**config.mk**
```make
export PLATFORM = sky130hd
export DESIGN_NAME = fetch_pc_unit
export DESIGN_NICKNAME = d
export VERILOG_FILES = /design/src/rtl/fetch_pc_unit.sv
export SDC_FILE = /design/constraint.sdc
export NUM_CORES = 1
export LEC_CHECK = 0
export BUFFER_PORTS_ARGS = -buffer_cell sky130_fd_sc_hd__buf_2
export CAP_MARGIN = 30
export CORE_MARGIN = 5
export CORE_UTILIZATION = 30
export CTS_CLUSTER_SIZE = 24
export DETAILED_ROUTE_END_ITERATION = 6
export GPL_ROUTABILITY_DRIVEN = 0
export PLACE_DENSITY = 0.5
export SETUP_SLACK_MARGIN = 0.3
export SYNTH_ARGS = -nofsm -noshare
export SYNTH_HDL_FRONTEND = slang
export SYNTH_SLANG_ARGS = --single-unit
```
**constraint.sdc**
```tcl
create_clock -name clk -period 4.96 [get_ports clk]
set_clock_uncertainty 0.2 [all_clocks]
set_input_delay 0.744 -clock clk [delete_from_list [all_inputs] [get_ports clk]]
set_output_delay 0.744 -clock clk [all_outputs]
set_load 0.02 [all_outputs]
```
**src/rtl/fetch_pc_unit.sv**
```systemverilog
// Program counter and instruction fetch stage: word fetches over req/ack, valid/ready to decode.
// Optional taken-redirect counter output enabled by defining FETCH_PC_TAKEN_CNT_EN.
module fetch_pc_unit #(
  parameter logic [31:0] RESET_PC = 32'h0000_0000,
  parameter int unsigned PC_STEP  = 4
) (
  input  logic        clk,
  input  logic        rst_n,
  input  logic        start,
  input  logic        halt_req,
  input  logic        br_valid,
  input  logic        isBranch,
  input  logic [31:0] br_target,
  output logic        imem_req,
  output logic [31:0] imem_addr,
  input  logic        imem_ack,
  input  logic [31:0] imem_data,
  output logic [31:0] instr_out,
  output logic        instr_valid,
  input  logic        instr_ready,
  output logic [31:0] pc_out,
  output logic        halted
`ifdef FETCH_PC_TAKEN_CNT_EN
  ,
  output logic [31:0] taken_cnt
`endif
);

  typedef enum logic [2:0] {StIdle, StReq, StHold, StDrain, StHalt} state_e;

  state_e      state_q, state_d;
  logic [31:0] pc_q, pc_d;
  logic [31:0] drain_addr_q, drain_addr_d;
  logic [31:0] instr_q, instr_d;
  logic [31:0] pc_out_q, pc_out_d;
  logic        halt_pend_q, halt_pend_d;
  logic        redirect;

  assign redirect = br_valid & isBranch;

  always_ff @(posedge clk or negedge rst_n) begin
    if (!rst_n) begin
      state_q      <= StIdle;
      pc_q         <= RESET_PC;
      drain_addr_q <= RESET_PC;
      instr_q      <= 32'h0;
      pc_out_q     <= RESET_PC;
      halt_pend_q  <= 1'b0;
    end else begin
      state_q      <= state_d;
      pc_q         <= pc_d;
      drain_addr_q <= drain_addr_d;
      instr_q      <= instr_d;
      pc_out_q     <= pc_out_d;
      halt_pend_q  <= halt_pend_d;
    end
  end

  always_comb begin
    state_d      = state_q;
    pc_d         = pc_q;
    drain_addr_d = drain_addr_q;
    instr_d      = instr_q;
    pc_out_d     = pc_out_q;
    halt_pend_d  = halt_pend_q;
    unique case (state_q)
      StIdle: begin
        if (halt_req) begin
          state_d = StHalt;
        end else if (redirect) begin
          pc_d = br_target;
        end else if (start) begin
          state_d = StReq;
        end
      end
      StReq: begin
        if (imem_ack) begin
          if (halt_req) begin
            state_d = StHalt;
          end else if (redirect) begin
            pc_d = br_target;
          end else begin
            instr_d  = imem_data;
            pc_out_d = pc_q;
            state_d  = StHold;
          end
        end else begin
          if (redirect) begin
            pc_d = br_target;
          end
          // The bus address must stay put until the outstanding ack arrives.
          if (redirect || halt_req) begin
            drain_addr_d = pc_q;
            state_d      = StDrain;
          end
          halt_pend_d = halt_pend_q | halt_req;
        end
      end
      StDrain: begin
        if (redirect) begin
          pc_d = br_target;
        end
        if (imem_ack) begin
          state_d = (halt_pend_q || halt_req) ? StHalt : StReq;
        end else if (halt_req) begin
          halt_pend_d = 1'b1;
        end
      end
      StHold: begin
        if (halt_req) begin
          state_d = StHalt;
        end else if (redirect) begin
          pc_d    = br_target;
          state_d = StReq;
        end else if (instr_ready) begin
          pc_d    = pc_q + PC_STEP;
          state_d = StReq;
        end
      end
      StHalt: begin
        state_d = StHalt;
      end
      default: begin
        state_d = StIdle;
      end
    endcase
  end

  always_comb begin
    imem_req    = (state_q == StReq) || (state_q == StDrain);
    imem_addr   = (state_q == StDrain) ? drain_addr_q : pc_q;
    instr_valid = (state_q == StHold);
    halted      = (state_q == StHalt);
    instr_out   = instr_q;
    pc_out      = pc_out_q;
  end

`ifdef FETCH_PC_TAKEN_CNT_EN
  logic [31:0] taken_cnt_q, taken_cnt_d;

  always_comb begin
    taken_cnt_d = taken_cnt_q;
    if (redirect && (state_q != StHalt)) begin
      taken_cnt_d = taken_cnt_q + 32'd1;
    end
  end

  always_ff @(posedge clk or negedge rst_n) begin
    if (!rst_n) begin
      taken_cnt_q <= 32'h0;
    end else begin
      taken_cnt_q <= taken_cnt_d;
    end
  end

  assign taken_cnt = taken_cnt_q;
`endif

endmodule
```
==> flow_summary.yaml, run 1 <==
status:
  status: "completed"
hold_path:
  hp-class: "in2async"
sta:
  setup_slack_ns: 1.39
  worst_slew_pin_slew_ns: 0.899
  slew_headroom_pct: 40.1
  final_max_slew_viol_count: 0
  fin_setup_tns_ns: 0
  hold_slack_ns: 0.0924
  period_share_pct: 71.9
  timing.fmax_ghz: 0.280
  setup_viol: 0
  hold_viol: 0
  finalCriticalPeriod_ns: 3.57
  grt_setup_unrepaired: "false"
clock_tree:
  clk_pin_slew_ns: 0.06
  htree_levels: 4
  cts_setup_buffers: 0
  cts_sinks: 132
  cts_buffers: 17
  cts_tree: "built"
  cts_resized: 0
  ctsHoldBuffers: 0
  root_buffer: "clkbuf_16"
  cts_max_path_buffers: 2
  insertion_delay_ns: 0.42
power_and_ir_drop:
  switchingPower_w: 0.00133
  p_clk_share_pct: 35.1
  power.density_nw_per_um2: 462
  power_leakage_nw: 4.13
  power_frac_seq_pct: 40.6
  p_comb_share_pct: 24.3
  p_int_w: 0.00255
  ir_drop_uv: 231
  swShare_pct: 34.3
grt:
  grt_pass1_vias: 5611
  grt_max_degree: 67
  antenna_found_initial: 3
  grt_first_pass_wirelength_um: 32500
  globalRouteOverflowTotal: 0
  grt_usage_pct: 16.1
drt:
  wire_per_inst_um: 19.5
  ant_nets: 0
  totalWireLength_um: 20400
  drc_errors: 0
  vias: 5411
  first_pass_iters: 5
  drt_iter0_markers: 364
  routed_via_density: 5.16
synth:
  synth_top_area_share_pct: 49.5
  ys_async_sr_fraction_pct: 100
  synthMuxAreaShare_pct: 21.6
  synth_area_leaders: "dfrtp_1 49%, mux2_2 21%, o21ai_0 3.0%, nand2_1 2.4%, nor2_1 1.6%"
  synth_nets: 673
  synthSimpleGateAreaFrac_pct: 10.4
  yosys_warnings: 0
  synth_top_family_by_area: "multiplexers"
  synth.cell_area_um2: 6680
  yosys-top-cells-count: "132 x dfrtp_1, 127 x mux2_2, 43 x nand2_1"
  synth_adder_area_share_pct: 0.187
  synth_edf_count: 0
  ys.flop_type: "dfrtp_1"
  synth-seq-cells: 132
  synth_xor_area_share_pct: 0
  yosysSeqAreaShare_pct: 49.5
  yosysTopAreaCell: "dfrtp_1"
  synth_compound_area_share_pct: 14.8
  yosysMostFrequentCell: "dfrtp_1"
  avgSynthCellArea_um2: 11.1
  synth_cell_types: 62
  synth_cells: 600
floorplan:
  start_util_pct: 30.5
  core_area_um2: 21900
  std_cell_rows: 54
  die_w_um: 159
  ios: 171
  die_h_um: 159
  dieArea_um2: 25300
place:
  dp.cells: 1017
  port_buffers: 170
  dp_hpwl_um: 14300
  pre_cts_ws_ns: 1.61
setup_path:
  arrival_ns: 2.62
  cp-start-kind: "flop"
  worst_setup_path_end_kind: "output pin"
  crit_required_ns: 4.02
  path_max_fanout: 32
  path_class: "reg2out"
layout:
  area_growth_pct: 25.9
  num_antenna_cells: 0
  nets: 829
  final-instance-count-excl-fill: 1049
  drive_gt1_share_pct: 46.3
flow_run:
  maxCapViolations: 0
==> logic make-up (layout without fill, tap and decap cells) <==
group                    Yosys count  count (layout)
AO/OA/AOI/OAI                    143             143
adder cells (fa/ha/maj)            1               1
flip-flops                       132             132
buffers and inverters             53             222
AND/OR/NAND/NOR                  143             143
multiplexers                     128             128
==> registers in the layout (all words and copies together), names as in the netlist <==
name          count
instr_out        32
state_q           3
pc_out           32
pc_q             32
drain_addr_q     32
halt_pend_q       1
==> power by group through the flow <==
stage | sequential [W] | clock, W | combinational (W)
6_report | 0.00158 | 0.00136 | 0.000942
5_1_grt | 0.00162 | 0.00145 | 0.00103
4_1_cts | 0.00158 | 0.00141 | 0.000959
3_5_place_dp | 0.00159 | 0 | 0.000955
3_3_place_gp | 0.00159 | 0 | 0.000949
2_1_floorplan | 0.00154 | 0 | 0.000617
==> cell usage in the layout (no fill, tap or decap), drive strengths merged, types with 15 or more instances in the layout <==
master / instances
dfrtp: 132
a21oi: 21
mux2: 127
clkbuf: 17
nand3: 16
nor3: 15
o21ai: 47
nand2: 44
buf: 180
nor2: 29
==> layer usage <==
layer,share of wire [%],routed length (um),GRT usage (%),vias to the layer above
met5,0.17,34,0,-
met4,1.4,281,3.84,6
met3,7.1,1450,5.64,29
met2,46,9410,25.0,185
met1,45,9250,21.6,2638
li1,-,-,-,2553
==> stage by stage <==
stage               total power (W)  util (%)  cell area (um^2)
detailed placement          0.00255      35.5              7770
finish                      0.00388      38.4              8410
CTS                         0.00394      38.4              8410
global placement            0.00254      35.5              7770
global route                0.00410      38.4              8410
floorplan                   0.00215         -              6680
==> path summary, 6_finish.rpt <==
| path | start | end | slack [ns] | cells past startpoint |
|---|---|---|---|---|
| hold reg to reg | drain_addr_q[24] | drain_addr_q[24] | 0.28 | 2 |
| setup / recovery | state_q[0] | imem_addr[24] | 1.39 | 5 |
| hold / removal | rst_n | instr_out[21] | 0.09 | 1 |
| min in group clk | drain_addr_q[24] | drain_addr_q[24] | 0.28 | 2 |
| setup reg to reg | state_q[1] | pc_q[15] | 1.94 | 7 |
| max in group asynchronous | rst_n | pc_q[13] | 3.52 | 2 |
==> worst max-delay path, cell delays in order (launching register included) <==
cell	delay, ns
dfrtp_1	0.60
nand2b_1	0.20
inv_1	0.19
nand2_2	0.53
mux2_2	0.50
buf_2	0.16
==> final cells by class <==
cell class	instances	area [um^2]
clock buffers	17	425
clock inverters	15	205
fillers	2255	13500
inverters	10	37.5
multi-input cells	415	3150
flip-flops and latches	132	3300
well taps	280	350
repair buffers	180	932
No activity file was read; power rests on OpenSTA's default activity.
==> inputs of run 2 (changes only) <==
PLACE_DENSITY = 0.52   (was 0.5)
clock period = 3.1 ns   (was 4.96 ns; I/O delays follow)
==> flow_summary.yaml, run 2 (synthesis gave the netlist of run 1 again) <==
status:
  status: "completed"
clock_tree:
  cts_sinks: 132
  clk_pin_slew_ns: 0.06
  htree_levels: 4
  cts_buffers: 17
  cts_max_path_buffers: 2
  cts_tree: "built"
  insertion_delay_ns: 0.42
  root_buffer: "clkbuf_16"
sta:
  timing.fmax_ghz: 0.376
  worst_slew_pin_slew_ns: 0.888
  finalCriticalPeriod_ns: 2.66
  setup_slack_ns: 0.439
  fin_setup_tns_ns: 0
  setup_viol: 0
  slew_headroom_pct: 40.5
  hold_viol: 0
  grt_setup_unrepaired: "false"
  period_share_pct: 85.9
  final_max_slew_viol_count: 0
setup_path:
  path_max_fanout: 13
  path_class: "reg2out"
  crit_family: "buffers and inverters"
  worstSetupPathDepth: 4
  rr_worst_depth: 7
  crit_buf_inv: 2
  worst_setup_path_end_kind: "output pin"
  path_common_cell: "nand2b_1"
  critPathSlowestCell: "dfrtp_2"
  cp-start-kind: "flop"
  cp_cell_sequence: "nand2b_1, nand2b_1, inv_1, buf_2"
  crit_required_ns: 2.43
  slowest_delay_ns: 0.50
  arrival_ns: 2.00
grt:
  grt_usage_pct: 16.3
  globalRouteOverflowTotal: 0
  grt_pass1_vias: 5698
  grt_first_pass_wirelength_um: 33000
  antenna_found_initial: 0
  grt_max_degree: 57
drt:
  wire_per_inst_um: 19.4
  ant_nets: 0
  drt_iter0_markers: 349
  routed_via_density: 5.19
  first_pass_iters: 5
  totalWireLength_um: 20800
  vias: 5555
  drc_errors: 0
layout:
  multi_input_area_um2: 3150
  area_growth_pct: 28.3
  final_common_cell: "buf_2"
  nets: 852
  num_antenna_cells: 0
  drive_gt1_share_pct: 48.0
  fill_cells: 2196
  seqCellArea_um2: 3310
  layout_common_cells: "169 x buf_2, 129 x dfrtp_1, 127 x mux2_2"
  utilization_pct: 39.1
floorplan:
  core_area_um2: 21900
  start_util_pct: 30.5
  die_h_um: 159
  die_w_um: 159
  ios: 171
  std_cell_rows: 54
  dieArea_um2: 25300
power_and_ir_drop:
  total_power_w: 0.00608
  power_leakage_nw: 4.23
  power.density_nw_per_um2: 710
  ir_drop_uv: 348
place:
  port_buffers: 170
  pre_cts_ws_ns: 0.474
  dp_hpwl_um: 15100
hold_path:
  hold_depth: 2
  hp-class: "in2reg"
flow_run:
  maxCapViolations: 0
[run 2: changes by cell type in the layout (fill, tap and decap cells not counted), sizes merged]
| cell | previous run | this run |
|---|---|---|
| bufinv | 4 | 1 |
| clkinvlp | 3 | 4 |
| dlygate4sd3 | 0 | 1 |
| inv | 13 | 12 |
| clkinv | 5 | 3 |
| clkbuf | 17 | 21 |
| buf | 180 | 202 |
[run 2: final cells by class]
class                      instances  area share (%)
clock buffer                      21            5.49
clock inverter                    10            1.17
inverter                          10           0.438
sequential                       132            38.6
timing repair buffer             203            13.4
tap                              280            4.09
multi-input combinational        415            36.8
[run 2: where the power goes]
group | total [W] | internal (W) | leakage (nW) | switching (W)
Clock | 0.00195 | 0.00117 | 0.268 | 0.000779
Combinational | 0.00167 | 0.000725 | 2.17 | 0.000946
Sequential | 0.00246 | 0.00207 | 1.80 | 0.000397
Total | 0.00608 | 0.00396 | 4.23 | 0.00212
[run 2: through the flow]
stage / hold WS, ns / cell area [um^2] / std cells
2_1_floorplan: -0.0306 / 6680 / 600
3_3_place_gp: 0.259 / 7950 / 1038
3_5_place_dp: 0.262 / 7950 / 1038
4_1_cts: 0.0474 / 8540 / 1070
5_1_grt: 0.0559 / 8560 / 1071
6_report: 0.0713 / 8560 / 1071
[run 2: worst paths after layout]
kind	slack, ns	endpoint	start
setup / recovery	0.44	instr_valid	state_q[0]
hold / removal	0.07	instr_out[6]	imem_data[6]
setup reg to reg	0.51	pc_q[30]	state_q[0]
hold reg to reg	0.27	pc_out[10]	pc_out[10]
max in group asynchronous	1.54	drain_addr_q[17]	rst_n
min in group asynchronous	0.36	instr_out[10]	rst_n
[run 2: timing repair]
action | 4_1_cts | 5_1_grt
hold endpoints to repair | 50 | 0
setup buffers | 0 | 1
cloned | 0 | 0
resized for setup | 4 | 4
setup endpoints to repair | 32 | 33
hold buffers | 1 | 0
[run 2: per-layer routing]
layer  global-route usage, %  share of wire [%]
met1                    22.0                 45
met2                    25.4                 47
met3                    4.37                6.7
met4                    5.27                1.9
met5                       0                  0
==> inputs of run 3 (changes only) <==
ABC_AREA = 1   (was default)
PLACE_DENSITY = 0.51   (was 0.52)
==> flow_summary.yaml, run 3 <==
status:
  status: "completed"
drt:
  drc_errors: 0
  totalWireLength_um: 25300
  drt_iter0_markers: 664
  first_pass_iters: 5
  ant_nets: 0
  wire_per_inst_um: 16.4
  vias: 7311
  routed_via_density: 4.73
clock_tree:
  cts_sinks: 132
  root_buffer: "clkbuf_16"
  clk_pin_slew_ns: 0.06
  htree_levels: 4
  cts_max_path_buffers: 2
  cts_buffers: 17
  insertion_delay_ns: 0.42
  cts_tree: "built"
power_and_ir_drop:
  ir_drop_uv: 392
  power_leakage_nw: 4.76
  power.density_nw_per_um2: 1040
sta:
  grt_setup_unrepaired: "false"
  slew_headroom_pct: 56.2
  timing.fmax_ghz: 0.377
  hold_viol: 0
  fin_setup_tns_ns: 0
  period_share_pct: 85.5
  final_max_slew_viol_count: 0
  setup_viol: 0
  finalCriticalPeriod_ns: 2.65
  worst_slew_pin_slew_ns: 0.657
floorplan:
  start_util_pct: 30.2
  core_area_um2: 25000
  std_cell_rows: 58
  ios: 171
  die_h_um: 169
  dieArea_um2: 28500
  die_w_um: 169
layout:
  seqCellArea_um2: 3300
  num_antenna_cells: 0
  layout_common_cells: "313 x nand2_1, 169 x buf_2, 137 x o21ai_0"
  drive_gt1_share_pct: 22.1
  nets: 1276
  multi_input_area_um2: 3580
  area_growth_pct: 23.4
  fill_cells: 2697
  finalInstanceArea_um2: 9340
  final_common_cell: "nand2_1"
synth:
  synth_cells: 1049
  synth_nets: 1122
  synth-seq-cells: 132
  synth.cell_area_um2: 7570
  yosysMostFrequentCell: "nand2_1"
  synth_compound_area_share_pct: 13.7
  yosysSeqAreaShare_pct: 43.6
  synthSimpleGateAreaFrac_pct: 28.4
  synth_xor_area_share_pct: 0
  yosys-top-cells-count: "313 x nand2_1, 137 x o21ai_0, 132 x dfrtp_1"
  yosys_warnings: 0
  synthMuxAreaShare_pct: 4.76
  ys.flop_type: "dfrtp_1"
  synth_top_family_by_area: "simple AND/OR/NAND/NOR gates"
  synth_edf_count: 0
  synth_cell_types: 35
  synth_area_leaders: "dfrtp_1 44%, nand2_1 16%, o21ai_0 9.1%, nand3_1 6.4%, inv_1 5.6%"
  synth_top_area_share_pct: 43.6
  yosysTopAreaCell: "dfrtp_1"
  ys_async_sr_fraction_pct: 100
  avgSynthCellArea_um2: 7.22
  synth_adder_area_share_pct: 0.165
grt:
  grt_usage_pct: 17.7
  grt_max_degree: 66
  grt_first_pass_wirelength_um: 39700
  antenna_found_initial: 0
  grt_pass1_vias: 6979
  globalRouteOverflowTotal: 0
setup_path:
  arrival_ns: 1.99
  path_class: "reg2out"
  r2r_slack_ns: 0.72
  startpoint: "state_q[2]"
  cp-start-kind: "flop"
  path_max_fanout: 65
  crit_required_ns: 2.43
  worst_setup_path_end_kind: "output pin"
  r2r-start: "state_q[0]"
place:
  dp_hpwl_um: 18700
  port_buffers: 170
  dpl-instance-area_um2: 8710
hold_path:
  hp-class: "in2reg"
  hp-start: "imem_data[6]"
flow_run:
  maxCapViolations: 0
[run 3: final timing paths]
check	end	cells past startpoint
max	imem_addr[17]	7
min	instr_out[6]	2
max reg2reg	pc_q[8]	11
min reg2reg	pc_out[30]	2
max in group asynchronous	state_q[0]	3
min in group asynchronous	drain_addr_q[13]	2
[run 3: worst max-delay path, cell delays in order (launching register included)]
cell and delay [ns]:
dfrtp_1 0.44, inv_4 0.13, nand3_2 0.17, clkinv_1 0.12
buf_12 0.24, nand2_1 0.08, o21ai_0 0.13, buf_2 0.22
[run 3: stage by stage]
stage | utilization, % | hold WS [ns] | setup WS, ns | std cells | power (W)
2_1_floorplan | - | -0.0306 | 0.901 | 1049 | 0.00610
3_3_place_gp | 34.8 | 0.263 | 0.547 | 1513 | 0.00765
3_5_place_dp | 34.8 | 0.257 | 0.531 | 1513 | 0.00768
4_1_cts | 37.3 | 0.0556 | 0.329 | 1545 | 0.00982
5_1_grt | 37.3 | 0.0611 | 0.306 | 1545 | 0.0105
6_report | 37.3 | 0.0777 | 0.448 | 1545 | 0.00972
[run 3: layout make-up]
| class | count | share of cell area (%) |
|---|---|---|
| multi-input combinational | 749 | 38.3 |
| sequential | 132 | 35.4 |
| timing repair buffer | 185 | 10.7 |
| inverter | 118 | 4.77 |
| clock buffer | 17 | 4.55 |
| tap | 330 | 4.42 |
| clock inverter | 14 | 1.90 |
[run 3: cell families after synthesis]
group	after synthesis
and+or+nand+nor	516
DFF	132
buffers and inverters	168
adders and majority gates	1
muxes	32
AOI/OAI and AO/OA	200
[run 3: report_power, final]
group	leakage [nW]	internal [W]	switching, W	total, W
sequential	1.64	0.00252	0.000562	0.00309
combinational	2.83	0.00147	0.00308	0.00454
clock	0.294	0.00127	0.000816	0.00209
[run 3: repair_timing]
action / CTS / global route
hold buffers: 1 / 0
endpoints found under the setup margin: 32 / 32
endpoints found under the hold margin: 53 / 0
resized for setup: 3 / 2
setup buffers: 0 / 0
cloned: 0 / 0
[run 3: layer usage]
metal  routed length [um]  vias to the layer above  GRT usage [%]
met2                10600                      286           26.0
li1                     -                     3694              -
met1                11800                     3285           24.7
met4                  789                        0           6.92
met5                    0                        -              0
met3                 2110                       46           4.97
